--- config.mk ---
export PLATFORM = sky130hd
export DESIGN_NAME = gemm_lane_engine
export DESIGN_NICKNAME = d
export VERILOG_FILES = /design/src/rtl/gemm_lane_engine.sv
export SDC_FILE = /design/constraint.sdc
export NUM_CORES = 2
export LEC_CHECK = 0
export ABC_AREA = 1
export BUFFER_PORTS_ARGS = -buffer_cell sky130_fd_sc_hd__buf_2
export CAP_MARGIN = 20
export CORE_ASPECT_RATIO = 0.5
export CORE_UTILIZATION = 45
export CTS_CLUSTER_SIZE = 24
export DETAILED_ROUTE_END_ITERATION = 16
export GPL_ROUTABILITY_DRIVEN = 0
export MAX_ROUTING_LAYER = met4
export PLACE_DENSITY = 0.64
export SYNTH_ARGS = -nofsm -noshare
export SYNTH_HDL_FRONTEND = slang
export SYNTH_SLANG_ARGS = --single-unit
--- constraint.sdc ---
create_clock -name clk_i -period 13.4 [get_ports clk_i]
set_clock_uncertainty 0.05 [all_clocks]
set_input_delay 1.34 -clock clk_i [delete_from_list [all_inputs] [get_ports clk_i]]
set_output_delay 1.34 -clock clk_i [all_outputs]
set_load 0.01 [all_outputs]
--- src/rtl/gemm_lane_engine.sv ---
// gemm_lane_engine: NumLanes parallel signed MACs computing NumLanes adjacent
// C columns per tile. A is one element per word; B and C are packed
// NumLanes elements per word. Tiles are visited m outer, t inner; each tile
// streams k = 0..K-1 and takes K+2 cycles (K issue, one drain, one write).
// Optional feature macro: GEMM_LANE_ENGINE_PERF_EN (busy-cycle counter on
// perf_cycles_o); when undefined perf_cycles_o is tied to 0.

// One MAC lane: accumulator plus the tail write-mask bit for its column.
module gemm_lane_mac #(
  parameter int InDataWidth  = 8,
  parameter int OutDataWidth = 32,
  parameter int ColW         = 11,
  parameter int LaneIdx      = 0
) (
  input  logic                           clk_i,
  input  logic                           rst_i,
  input  logic                           vld_i,
  input  logic                           first_i,
  input  logic signed [InDataWidth-1:0]  a_i,
  input  logic signed [InDataWidth-1:0]  b_i,
  input  logic        [ColW-1:0]         col_i,
  input  logic        [ColW-1:0]         n_i,
  output logic        [OutDataWidth-1:0] acc_o,
  output logic                           mask_o
);
  logic signed [2*InDataWidth-1:0] prod;
  logic signed [OutDataWidth-1:0]  prod_ext;
  logic        [OutDataWidth-1:0]  acc_d, acc_q;

  assign prod     = a_i * b_i;
  assign prod_ext = OutDataWidth'(prod);

  // First beat of a tile loads the product, later beats add (wrapping).
  always_comb begin
    acc_d = acc_q;
    if (vld_i) acc_d = first_i ? prod_ext : acc_q + prod_ext;
  end

  // Accumulator register.
  always_ff @(posedge clk_i) begin
    if (rst_i) acc_q <= '0;
    else       acc_q <= acc_d;
  end

  assign acc_o  = acc_q;
  assign mask_o = (col_i + ColW'(LaneIdx)) < n_i;
endmodule

module gemm_lane_engine #(
  parameter int InDataWidth   = 8,
  parameter int OutDataWidth  = 32,
  parameter int AddrWidth     = 12,
  parameter int SizeAddrWidth = 8,
  parameter int NumLanes      = 4
) (
  input  logic                              clk_i,
  input  logic                              rst_i,
  input  logic                              start_i,
  input  logic [SizeAddrWidth-1:0]          M_size_i,
  input  logic [SizeAddrWidth-1:0]          K_size_i,
  input  logic [SizeAddrWidth-1:0]          N_size_i,
  output logic [AddrWidth-1:0]              sram_a_addr_o,
  input  logic [InDataWidth-1:0]            sram_a_rdata_i,
  output logic [AddrWidth-1:0]              sram_b_addr_o,
  input  logic [NumLanes*InDataWidth-1:0]   sram_b_rdata_i,
  output logic [AddrWidth-1:0]              sram_c_addr_o,
  output logic [NumLanes*OutDataWidth-1:0]  sram_c_wdata_o,
  output logic                              sram_c_we_o,
  output logic [NumLanes-1:0]               sram_c_wmask_o,
  output logic                              busy_o,
  output logic                              done_o,
  output logic [31:0]                       perf_cycles_o
);
  localparam int LaneBits = (NumLanes > 1) ? $clog2(NumLanes) : 0;
  localparam int ColW     = SizeAddrWidth + LaneBits + 1;
  localparam int SW       = SizeAddrWidth;

  typedef enum logic [2:0] {IDLE, RUN, LAST, WRITE, DONE} state_e;

  state_e            state_d, state_q;
  logic [SW-1:0]     m_sz_d, m_sz_q, k_sz_d, k_sz_q, n_sz_d, n_sz_q, nw_d, nw_q;
  logic [SW-1:0]     k_cnt_d, k_cnt_q, t_cnt_d, t_cnt_q, m_cnt_d, m_cnt_q;
  logic [AddrWidth-1:0] a_addr_d, a_addr_q, b_addr_d, b_addr_q;
  logic [AddrWidth-1:0] c_addr_d, c_addr_q, a_base_d, a_base_q;
  logic [ColW-1:0]   col_d, col_q;
  logic              vld_d, vld_q, first_d, first_q;
  logic [SW:0]       nw_wide;
  logic              accept;

  logic [NumLanes-1:0][OutDataWidth-1:0] acc;
  logic [NumLanes-1:0]                   mask;

  assign accept  = (state_q == IDLE) && start_i;
  assign nw_wide = ({1'b0, N_size_i} + (SW+1)'(NumLanes-1)) >> LaneBits;

  // Next-state, counters and address generation.
  always_comb begin
    state_d  = state_q;
    m_sz_d   = m_sz_q;
    k_sz_d   = k_sz_q;
    n_sz_d   = n_sz_q;
    nw_d     = nw_q;
    k_cnt_d  = k_cnt_q;
    t_cnt_d  = t_cnt_q;
    m_cnt_d  = m_cnt_q;
    a_addr_d = a_addr_q;
    b_addr_d = b_addr_q;
    c_addr_d = c_addr_q;
    a_base_d = a_base_q;
    col_d    = col_q;
    vld_d    = 1'b0;
    first_d  = 1'b0;
    case (state_q)
      IDLE: begin
        if (start_i) begin
          m_sz_d = M_size_i;
          k_sz_d = K_size_i;
          n_sz_d = N_size_i;
          nw_d   = nw_wide[SW-1:0];
          if (M_size_i == '0 || K_size_i == '0 || N_size_i == '0) begin
            state_d = DONE;
          end else begin
            state_d  = RUN;
            k_cnt_d  = '0;
            t_cnt_d  = '0;
            m_cnt_d  = '0;
            a_addr_d = '0;
            b_addr_d = '0;
            c_addr_d = '0;
            a_base_d = '0;
            col_d    = '0;
          end
        end
      end
      RUN: begin
        vld_d   = 1'b1;
        first_d = (k_cnt_q == '0);
        if (k_cnt_q == k_sz_q - SW'(1)) begin
          state_d = LAST;
        end else begin
          k_cnt_d  = k_cnt_q + SW'(1);
          a_addr_d = a_addr_q + AddrWidth'(1);
          b_addr_d = b_addr_q + AddrWidth'(nw_q);
        end
      end
      LAST: state_d = WRITE;
      WRITE: begin
        state_d = RUN;
        k_cnt_d = '0;
        if (t_cnt_q == nw_q - SW'(1)) begin
          t_cnt_d = '0;
          col_d   = '0;
          if (m_cnt_q == m_sz_q - SW'(1)) begin
            state_d = DONE;
          end else begin
            m_cnt_d  = m_cnt_q + SW'(1);
            a_base_d = a_base_q + AddrWidth'(k_sz_q);
            a_addr_d = a_base_q + AddrWidth'(k_sz_q);
            b_addr_d = '0;
          end
        end else begin
          t_cnt_d  = t_cnt_q + SW'(1);
          col_d    = col_q + ColW'(NumLanes);
          a_addr_d = a_base_q;
          b_addr_d = AddrWidth'(t_cnt_q) + AddrWidth'(1);
        end
        // C address stays on the final word once the run completes.
        if (state_d == RUN) c_addr_d = c_addr_q + AddrWidth'(1);
      end
      DONE:    state_d = IDLE;
      default: state_d = IDLE;
    endcase
  end

  // Control state registers; reset wins over a same-cycle start.
  always_ff @(posedge clk_i) begin
    if (rst_i) begin
      state_q  <= IDLE;
      m_sz_q   <= '0;
      k_sz_q   <= '0;
      n_sz_q   <= '0;
      nw_q     <= '0;
      k_cnt_q  <= '0;
      t_cnt_q  <= '0;
      m_cnt_q  <= '0;
      a_addr_q <= '0;
      b_addr_q <= '0;
      c_addr_q <= '0;
      a_base_q <= '0;
      col_q    <= '0;
      vld_q    <= 1'b0;
      first_q  <= 1'b0;
    end else begin
      state_q  <= state_d;
      m_sz_q   <= m_sz_d;
      k_sz_q   <= k_sz_d;
      n_sz_q   <= n_sz_d;
      nw_q     <= nw_d;
      k_cnt_q  <= k_cnt_d;
      t_cnt_q  <= t_cnt_d;
      m_cnt_q  <= m_cnt_d;
      a_addr_q <= a_addr_d;
      b_addr_q <= b_addr_d;
      c_addr_q <= c_addr_d;
      a_base_q <= a_base_d;
      col_q    <= col_d;
      vld_q    <= vld_d;
      first_q  <= first_d;
    end
  end

  // SRAM read data lands one cycle after issue, so the beat flags are the
  // issue flags delayed by one register.
  for (genvar l = 0; l < NumLanes; l++) begin : g_lane
    gemm_lane_mac #(
      .InDataWidth (InDataWidth),
      .OutDataWidth(OutDataWidth),
      .ColW        (ColW),
      .LaneIdx     (l)
    ) u_mac (
      .clk_i  (clk_i),
      .rst_i  (rst_i),
      .vld_i  (vld_q),
      .first_i(first_q),
      .a_i    (sram_a_rdata_i),
      .b_i    (sram_b_rdata_i[l*InDataWidth +: InDataWidth]),
      .col_i  (col_q),
      .n_i    (ColW'(n_sz_q)),
      .acc_o  (acc[l]),
      .mask_o (mask[l])
    );
  end

  assign sram_a_addr_o  = a_addr_q;
  assign sram_b_addr_o  = b_addr_q;
  assign sram_c_addr_o  = c_addr_q;
  assign sram_c_wdata_o = acc;
  assign sram_c_we_o    = (state_q == WRITE);
  assign sram_c_wmask_o = sram_c_we_o ? mask : '0;
  assign busy_o         = (state_q == RUN) || (state_q == LAST) || (state_q == WRITE);
  assign done_o         = (state_q == DONE);

`ifdef GEMM_LANE_ENGINE_PERF_EN
  logic [31:0] perf_d, perf_q;

  // Clear on accepted start, count busy cycles, hold otherwise.
  always_comb begin
    perf_d = perf_q;
    if (accept)      perf_d = '0;
    else if (busy_o) perf_d = perf_q + 32'd1;
  end

  // Perf counter register.
  always_ff @(posedge clk_i) begin
    if (rst_i) perf_q <= '0;
    else       perf_q <= perf_d;
  end

  assign perf_cycles_o = perf_q;
`else
  logic unused_accept;
  assign unused_accept = accept;
  assign perf_cycles_o = '0;
`endif
endmodule

==> results.cfg <==
[clock_tree]
ctsRootBufferMaster = clkbuf_16
post_cts_buffers = 0
cts_max_level = 1
cts.clk_slew.worst_paths_ns = 0.06
cts.path.max_buffers = 3
cts.sinks = 245
clock_tree_from_tritoncts = done
ctsResizeCount = 0
clock_insertion_delay_worst_skew_ns = 0.60
cts_inserted_buffers = 29
cts_hold_repair.buffers = 0

[place]
detailed_place_hpwl_mm = 76.4
port_buffers = 237
place_worst_setup_slack_ns = 5.42

[worst_setup_path]
critPathLaunch = sram_a_rdata_i[7]
crit_required_ns = 13.87
cpMostUsedCell = nand2_1
highest_net_fanout_along_the_worst_path = 32
crit_type = in2reg
crit-reg2reg-capture = m_cnt_q[0]$_SDFFE_PP0P_
critical_path.max_stage_delay_ns = 0.55
endpoint = g_lane[1].u_mac.acc_o[27]$_SDFFE_PP0P_
worst-endpoint-arrival_ns = 7.97
r2r-start = state_q[1]$_SDFFE_PP0P_
critical_path.endpoint_type = register
reg2reg_slack_ns = 9.16
critical_path.slowest_cell = fa_1
critPathLaunchType = input port
worst-r2r-cell-count = 10

[power]
power-per-cell-area_mw_per_mm2 = 262
p_switching_mw = 5.42
seq_power_share = 0.099
p_leak_nw = 19.6
irDropWorstVdd_mv = 0.117
power.share.combinational = 0.804
internal_power_mw = 3.75
pwr-share-clk = 0.096
p_sw_frac = 0.591

[finish]
drive_gt1_frac = 0.0683
synthToLayoutAreaGrowth_pct = 8.52
mostFrequentLayoutCell = nand2_1
num-nets-final = 5826
mostFrequentLayoutCells = nand2_1 (1335), inv_1 (985), nor2_1 (430)

[die]
placement_rows = 69
floorplan.die_area_mm2 = 0.0729
floorplan.die.width_um = 381
die_height_um = 191
core-area_mm2 = 0.0710
starting_density_of_the_core = 0.455
floorplan.io_pins = 270

[logic_synthesis]
ys_seq_elements = 245
mappedNetlistArea_mm2 = 0.0323
netlist.area_leader.share = 0.155
yosys_warnings = 0
netlist_instances = 5139
synth-seq-area-share = 0.152
post-synth-top-area-cell = nand2_1
yosys.cell_types.count = 42
largest_cells_by_area_after_synthesis = nand2_1 (16%), dfxtp_1 (15%), fa_1 (14%)
synthesis.area_per_instance_um2 = 6.28

[drt]
first_pass_iters = 6
viasPerCell = 5.24
wl_per_cell_um = 15.6
detailedRoute.firstIterationViolations = 2697
ant_nets = 0
drt_drc_violations_left = 0
postRouteWirelength_mm = 97.4
route.vias.total = 32663

[grt]
grt_start_max_net_pins = 85
first_global_vias = 30564
grt_first_pass_wirelength_mm = 159
grt_util_all_layers = 0.272
globalRoute.totalOverflow = 0
grt_antenna_before_repair = 5

[sta]
final-hold-violation-count = 0
period_share = 0.559
final_critical_path_setup_slack_ns = 5.91
clock.fmax_mhz = 133
final.setup.tns_ns = 0
finalCriticalPeriod_ns = 7.49
worst_pin_slew_ns = 1.09
count_of_pins_over_their_slew_limit = 0
finalSetupViolations = 0
worst_slew_margin_rel = 0.273
rsz0062_at_grt = false

[run]
drv_cap = 0

[min_path]
class_of_the_tightest_hold_or_removal_check = reg2reg

[run_status]
status = finished, final reports clean
[cells by family after synthesis]
| logic type | after synthesis | synth area share |
|---|---|---|
| other | 1 | 0.000116 |
| AND/OR/NAND/NOR | 2345 | 0.303 |
| XOR/XNOR | 113 | 0.0306 |
| adder cells (fa/ha/maj) | 507 | 0.249 |
| buffers and inverters | 1193 | 0.144 |
| flip-flops | 245 | 0.152 |
| AO/OA/AOI/OAI | 735 | 0.121 |
[synthesized netlist by cell type]
cell      number
a31oi_1       25
and2_1         2
o21a_1         1
ha_1         281
o211ai_1      19
buf_1         20
o21ai_0      238
nand3_4        1
o21bai_1      32
a211oi_1       2
and3_1         3
nor2_1       430
nand2_4        1
buf_4         35
clkbuf_2      19
xor2_1        70
a21boi_0       3
nor3_1        58
buf_2         20
nor2_4         2
nand4_1       69
clkbuf_1     106
nor2_2         7
nor4_1         7
a21oi_1      390
inv_2          7
nor3b_1        4
or2_2         30
nand3_1      369
inv_1        986
nand2_2        4
a21o_1        17
o21ai_1        4
conb_1         1
nor3b_2        1
nand2_1     1335
fa_1         226
nand3_2        1
xnor2_1       43
nand3b_1      21
dfxtp_1      245
a31o_2         4
[worst min-delay path by stage]
stage / startpoint / to / slack, ns / cells past startpoint
after global routing: g_lane[1].u_mac.acc_o[9]$_SDFFE_PP0P_ / g_lane[1].u_mac.acc_o[9]$_SDFFE_PP0P_ / 0.45 / 2
after global placement: g_lane[3].u_mac.acc_o[14]$_SDFFE_PP0P_ / g_lane[3].u_mac.acc_o[14]$_SDFFE_PP0P_ / 0.42 / 2
after detailed placement: a_base_q[11]$_SDFFE_PP0P_ / a_base_q[11]$_SDFFE_PP0P_ / 0.42 / 2
final: g_lane[1].u_mac.acc_o[9]$_SDFFE_PP0P_ / g_lane[1].u_mac.acc_o[9]$_SDFFE_PP0P_ / 0.44 / 2
after CTS: g_lane[1].u_mac.acc_o[9]$_SDFFE_PP0P_ / g_lane[1].u_mac.acc_o[9]$_SDFFE_PP0P_ / 0.43 / 2
after floorplan: m_sz_q[1]$_SDFFE_PP0P_ / m_sz_q[1]$_SDFFE_PP0P_ / 0.40 / 2
[worst max-delay path, delay by kind of cell]
family                     cells  cell delay (ns)
buffers and inverters          6             1.54
adders and majority gates      6             2.78
AOI/OAI and AO/OA              3             0.63
and+or+nand+nor               14             1.60
[per-stage QoR]
stage	instance area, um2	util	total power [mW]	instances	hold slack, ns
finish	35000	0.494	9.16	6236	0.436
global route	35000	0.494	10.2	6236	0.454
CTS	35000	0.494	9.03	6232	0.435
detailed placement	34000	0.479	8.10	6179	0.422
global placement	34000	0.479	8.02	6177	0.422
floorplan	32400	-	6.32	5170	0.398
[layer usage]
layer | vias up | track usage | wire (um)
li1 | 16275 | - | -
met1 | 15203 | 0.367 | 45500
met2 | 1053 | 0.438 | 43300
met3 | 132 | 0.0323 | 6340
met4 | 0 | 0.0590 | 2280
met5 | - | - | 0
[layout make-up]
cell class                      instances  area (um2)
Clock inverter                         14         219
Sequential cell                       245        4910
Antenna cell                            4        10.0
Fill cell                            7268       35900
Timing Repair Buffer                  251        1310
Tap cell                              958        1200
Clock buffer                           39         813
Inverter                              993        3730
Multi-Input combinational cell       3732       22800
[state kept, by name, indices dropped and copies added (netlist names), 9 cells and up]
| signal | flops |
|---|---|
| col_q | 9 |
| g_lane.u_mac.acc_o | 128 |
| sram_a_addr_o | 12 |
| sram_b_addr_o | 12 |
| sram_c_addr_o | 12 |
| a_base_q | 12 |
[power groups by stage]
stage | Combinational, mW | Sequential (mW) | Clock (mW)
detailed placement | 7.17 | 0.924 | 0
finish | 7.37 | 0.910 | 0.882
global route | 8.33 | 0.920 | 0.925
CTS | 7.22 | 0.909 | 0.897
global placement | 7.10 | 0.923 | 0
floorplan | 5.40 | 0.919 | 0
Note: power is estimated with default switching activity, not from simulation.
